===== config.mk =====
export PLATFORM = sky130hd
export DESIGN_NAME = gcbp_frame_ring_mgr
export DESIGN_NICKNAME = d
export VERILOG_FILES = /design/src/rtl/gcbp_pkg.sv /design/src/rtl/gcbp_slot_ring.sv /design/src/rtl/gcbp_frame_ring_mgr.sv
export SDC_FILE = /design/constraint.sdc
export NUM_CORES = 1
export LEC_CHECK = 0
export ABC_AREA = 1
export ABC_CLOCK_PERIOD_IN_PS = 2800
export CAP_MARGIN = 20
export CORE_MARGIN = 2
export CORE_UTILIZATION = 47
export DETAILED_ROUTE_END_ITERATION = 6
export PLACE_DENSITY = 0.83
export SLEW_MARGIN = 20
export SYNTH_ARGS = -nofsm -noshare
export SYNTH_HDL_FRONTEND = slang
export SYNTH_SLANG_ARGS = --single-unit

===== constraint.sdc =====
create_clock -name i_clk -period 2.8 [get_ports i_clk]
set_input_delay 0.28 -clock i_clk [delete_from_list [all_inputs] [get_ports i_clk]]
set_output_delay 0.28 -clock i_clk [all_outputs]
set_load 0.005 [all_outputs]

===== src/rtl/gcbp_pkg.sv =====
// Shared definitions for the GCBP subimage-store frame ring manager.
package gcbp_pkg;

  localparam int C_STATE_BITS      = 2;
  localparam int C_SLOT_OFFSET_DEF = 128;
  localparam int C_MAX_LINES_DEF   = 64;

  // FILL0/FILL1: ring still priming; RUN: prev/curr valid; PEND: rotation held for the correlator.
  typedef enum logic [C_STATE_BITS-1:0] {
    S_FILL0 = 2'd0,
    S_FILL1 = 2'd1,
    S_RUN   = 2'd2,
    S_PEND  = 2'd3
  } state_e;

  // Ceiling log2, never less than 1 so a slot index always has at least one bit.
  function automatic int clog2(input int value);
    int r;
    r = 0;
    while ((1 << r) < value) r++;
    return (r < 1) ? 1 : r;
  endfunction

endpackage


===== src/rtl/gcbp_slot_ring.sv =====
// Three-pointer ring over C_NUM_SLOTS slots; each rotation shifts next->curr->prev
// and moves next one slot backwards (mod C_NUM_SLOTS).
module gcbp_slot_ring
  import gcbp_pkg::*;
#(
  parameter int C_NUM_SLOTS = 3,
  parameter int C_SLOT_W    = clog2(C_NUM_SLOTS)
) (
  input  logic                i_clk,
  input  logic                i_resetn,
  input  logic                i_rotate,
  output logic [C_SLOT_W-1:0] o_next_slot,
  output logic [C_SLOT_W-1:0] o_curr_slot,
  output logic [C_SLOT_W-1:0] o_prev_slot
);

  logic [C_SLOT_W-1:0] next_q, curr_q, prev_q;
  logic [C_SLOT_W-1:0] next_d, curr_d, prev_d;

  // Modulo-N decrement: slot 0 wraps to the highest slot index.
  function automatic logic [C_SLOT_W-1:0] dec_mod(input logic [C_SLOT_W-1:0] s);
    if (s == '0) return C_SLOT_W'(C_NUM_SLOTS - 1);
    return s - 1'b1;
  endfunction

  // Next pointer values: hold unless rotating.
  always_comb begin
    next_d = next_q;
    curr_d = curr_q;
    prev_d = prev_q;
    if (i_rotate) begin
      prev_d = curr_q;
      curr_d = next_q;
      next_d = dec_mod(next_q);
    end
  end

  // Pointer registers, reset to next=0, curr=1, prev=2.
  always_ff @(posedge i_clk or negedge i_resetn) begin
    if (!i_resetn) begin
      next_q <= C_SLOT_W'(0);
      curr_q <= C_SLOT_W'(1);
      prev_q <= C_SLOT_W'(2);
    end else begin
      next_q <= next_d;
      curr_q <= curr_d;
      prev_q <= prev_d;
    end
  end

  assign o_next_slot = next_q;
  assign o_curr_slot = curr_q;
  assign o_prev_slot = prev_q;

endmodule


===== src/rtl/gcbp_frame_ring_mgr.sv =====
// GCBP frame ring manager: tracks prev/curr/next frame slots in one BRAM,
// holds rotation while the correlator is busy, counts dropped frames and
// generates the registered BRAM write port for incoming lines.
module gcbp_frame_ring_mgr
  import gcbp_pkg::*;
#(
  parameter int C_NUM_SLOTS   = 3,
  parameter int C_SLOT_OFFSET = C_SLOT_OFFSET_DEF,
  parameter int C_LINE_W      = 9,
  parameter int C_ADDR_W      = 9,
  parameter int C_MAX_LINES   = C_MAX_LINES_DEF,
  parameter int C_DROP_W      = 8,
  localparam int C_SLOT_W     = clog2(C_NUM_SLOTS)
) (
  input  logic                i_clk,
  input  logic                i_resetn,
  input  logic [C_LINE_W-1:0] i_line_cnt,
  input  logic                i_line_wr,
  input  logic                i_new_frame,
  input  logic                i_corr_busy,
  output logic [C_SLOT_W-1:0] o_next_slot,
  output logic [C_SLOT_W-1:0] o_curr_slot,
  output logic [C_SLOT_W-1:0] o_prev_slot,
  output logic [C_ADDR_W-1:0] o_bram_write_addr,
  output logic                o_bram_we,
  output logic                o_frame_rotated,
  output logic                o_pair_valid,
  output logic [C_DROP_W-1:0] o_drop_cnt,
  output logic                o_line_ovf
);

  state_e              state_q, state_d;
  logic                rotate;
  logic                drop;
  logic                rotated_q;
  logic [C_DROP_W-1:0] drop_q;
  logic                we_q, we_d;
  logic                ovf_q, ovf_d;
  logic [C_ADDR_W-1:0] addr_q, addr_d;
  logic                line_ok;

  gcbp_slot_ring #(
    .C_NUM_SLOTS (C_NUM_SLOTS),
    .C_SLOT_W    (C_SLOT_W)
  ) u_ring (
    .i_clk       (i_clk),
    .i_resetn    (i_resetn),
    .i_rotate    (rotate),
    .o_next_slot (o_next_slot),
    .o_curr_slot (o_curr_slot),
    .o_prev_slot (o_prev_slot)
  );

  // Rotation/drop decisions; in PEND a busy release wins over a same-cycle new frame.
  always_comb begin
    state_d = state_q;
    rotate  = 1'b0;
    drop    = 1'b0;
    case (state_q)
      S_FILL0: if (i_new_frame) begin rotate = 1'b1; state_d = S_FILL1; end
      S_FILL1: if (i_new_frame) begin rotate = 1'b1; state_d = S_RUN;   end
      S_RUN: begin
        if (i_new_frame) begin
          if (i_corr_busy) state_d = S_PEND;
          else             rotate  = 1'b1;
        end
      end
      S_PEND: begin
        if (!i_corr_busy) begin
          rotate  = 1'b1;
          state_d = S_RUN;
          drop    = i_new_frame;
        end else begin
          drop    = i_new_frame;
        end
      end
      default: state_d = S_FILL0;
    endcase
  end

  // FSM state, rotation pulse and saturating drop counter.
  always_ff @(posedge i_clk or negedge i_resetn) begin
    if (!i_resetn) begin
      state_q   <= S_FILL0;
      rotated_q <= 1'b0;
      drop_q    <= '0;
    end else begin
      state_q   <= state_d;
      rotated_q <= rotate;
      if (drop && (drop_q != {C_DROP_W{1'b1}})) drop_q <= drop_q + 1'b1;
    end
  end

  // Write-port next values; the address always uses the pre-rotation next slot.
  always_comb begin
    line_ok = (32'(i_line_cnt) < 32'(C_MAX_LINES));
    we_d    = i_line_wr & line_ok & (state_q != S_PEND);
    ovf_d   = i_line_wr & ~line_ok;
    addr_d  = C_ADDR_W'(32'(o_next_slot) * 32'(C_SLOT_OFFSET) + 32'(i_line_cnt));
  end

  // Registered BRAM write port and line-overflow pulse.
  always_ff @(posedge i_clk or negedge i_resetn) begin
    if (!i_resetn) begin
      we_q   <= 1'b0;
      ovf_q  <= 1'b0;
      addr_q <= '0;
    end else begin
      we_q   <= we_d;
      ovf_q  <= ovf_d;
      addr_q <= addr_d;
    end
  end

  assign o_bram_we         = we_q;
  assign o_bram_write_addr = addr_q;
  assign o_line_ovf        = ovf_q;
  assign o_frame_rotated   = rotated_q;
  assign o_drop_cnt        = drop_q;
  assign o_pair_valid      = (state_q == S_RUN) || (state_q == S_PEND);

endmodule

==> flow_summary.toml <==
[die]
die_area_sq_um = 2861
placementRows = 17
die_height_um = 53.49
core_sq_um = 2255
die_w_um = 53.49
start_util_pct = 51.05
ios = 41

[grt]
antenna_found_initial = 0
grt_max_degree = 29
grt_overflow = 0
grt_pass1_wl_um = 3939
grt_usage_pct = 19.30
grt_pass1_vias = 927

[power]
power_per_cell_area_nw_per_um2 = 725.9
vdd_drop_max_mv = 0.4935
power_leakage_nw = 0.7614
finalPower_mw = 1.180

[setup_path]
end_kind = "primary output"
cp_slowest_cell = "dfstp_2"
start_kind = "flip-flop"
path_cells = "clkdlybuf4s50_1"
critPathKind = "flip-flop to primary output"
critPathTopFamily = "flip-flops"
cp.arrival_ps = 1400
crit_buf_inv = 1
crit_required_ps = 2520
crit_path_max_fanout = 3
slowest_delay_ps = 580

[synthesis]
syn-instance-count = 120
synthTopCellsByArea = "dfrtp_1, nand2_1, dfstp_2, inv_1, ha_1"
synth_nets = 137
synth_seq_cells = 28
ys_seq_area_share_pct = 61.09
yosysTopAreaCell = "dfrtp_1"
ys_types = 21
yosysWarnings = 0
netlist.area_leader.share_pct = 56.52
synth_area_per_cell_sq_um = 9.593
syn-cell-area_sq_um = 1151

[worst_hold_path]
hp-class = "input port to asynchronous set/reset pin"

[timing]
fin_setup_tns_ps = 0
period_share_pct = 60.05
hold_slack_ps = 310.9
tightestPinTransition_ps = 340.6
fin_crit_ps = 1681
clock_skew_ps = 4.956
slew-limit-headroom_pct = 77.29
rsz0062_at_grt = "false"
slew_violations = 0
fmax_mhz = 594.7
setup_viol = 0
hold_viol = 0

[routing]
wl_um = 2394
drt-pass1-iter-count = 5
routed_via_density = 4.953
vias = 951
drt_iter0_markers = 27
postRouteAntennaNets = 0
drc = 0
wl_per_cell_um = 12.47

[clock_tree]
clock_latency_ps = 320
ctsResizeCount = 0
cts-htree-levels = 1
cts_setup_buffers = 0
cts_buffers = 3
cts_tree = "built"
clk_pin_slew_ps = 150
clock-sinks = 28
ctsHoldBuffers = 0
cts-root-buf = "clkbuf_4"
cts_buffer_depth = 2

[finish]
final_area_sq_um = 1625
layout_common_cells = "nand2_1, clkdlybuf4s50_1, dfrtp_1"
antenna_cells = 0
fillers = 185
final_util_pct = 72.09
fin_nets = 182
layout-drive-gt1-share_pct = 9.146
final_common_cell = "nand2_1"
multiInputGateArea_sq_um = 387.9
area_growth_pct = 41.20
seq_area_sq_um = 703.2

[place]
gp_congestion = 0.8169
place_area_sq_um = 1589
hpwl_um = 1829
placement.io_buffers = 40

[job]
maxCapViolCount = 0

[outcome]
status = "finished clean"
[layer usage]
| layer | GRT usage, % | up-vias | part of all wire (%) |
|---|---|---|---|
| met5 | 0 | - | 0 |
| met4 | 8.120 | 0 | 1.1 |
| met3 | 3.107 | 4 | 7.1 |
| met2 | 33.33 | 45 | 51 |
| met1 | 23.62 | 447 | 41 |
| li1 | - | 455 | - |
[sequential cells by signal (all words and copies together), names as in the netlist]
| name | cells |
|---|---|
| o_frame_rotated | 1 |
| u_ring.o_prev_slot | 2 |
| o_line_ovf | 1 |
| state_q | 2 |
| o_drop_cnt | 8 |
| o_bram_we | 1 |
| o_bram_write_addr | 9 |
| u_ring.o_curr_slot | 2 |
| u_ring.o_next_slot | 2 |
[path summary, 6_finish.rpt]
check / start / end / slack, ps / depth (start not counted)
max in group asynchronous: i_resetn / u_ring.o_prev_slot[1] / 2190 / 2
hold / removal: i_resetn / o_drop_cnt[4] / 310 / 2
setup reg to reg: o_drop_cnt[0] / o_drop_cnt[0] / 1420 / 8
min in group i_clk: i_line_cnt[2] / o_bram_write_addr[2] / 380 / 1
hold reg to reg: u_ring.o_prev_slot[1] / u_ring.o_prev_slot[1] / 500 / 2
setup / recovery: u_ring.o_curr_slot[0] / o_curr_slot[0] / 1120 / 1
[final cells by class]
cell class / instances / share of cell area, %
sequential: 28 / 43.26
inverter: 14 / 3.387
clock buffer: 4 / 2.232
multi-input combinational: 77 / 23.86
tap: 28 / 2.156
timing repair buffer: 41 / 25.10
[power by group]
part	total [mW]	internal, mW	switching [mW]
Combinational	0.384	0.239	0.145
Sequential	0.602	0.504	0.0985
Clock	0.193	0.0794	0.113
Total	1.18	0.823	0.357
[logic make-up (layout without fill, tap and decap cells)]
kind of cell	count (synthesis)	after routing	synth area share [%]
AO/OA/AOI/OAI	6	6	3.043
XOR/XNOR	4	4	3.043
adder cells (fa/ha/maj)	3	3	3.261
buffers and inverters	15	59	5.218
flip-flops	28	28	61.09
AND/OR/NAND/NOR	64	64	24.35
[metrics by stage]
stage          instances  worst slack (ps)
4_1_cts              192              1115
3_5_place_dp         188              1277
3_3_place_gp         188              1387
5_1_grt              192              1086
6_report             192              1119
2_1_floorplan        120              1568
[Yosys cell counts (all sizes together)]
cell    instances
xnor2           4
inv            14
ha              3
nand3           5
o21ai           3
a22oi           1
o21bai          1
dfrtp          26
a21oi           1
nor3            1
buf             1
and3            1
nand4           1
nor2            9
nand2          47
dfstp           2
Note: power is estimated with default switching activity, not from simulation.
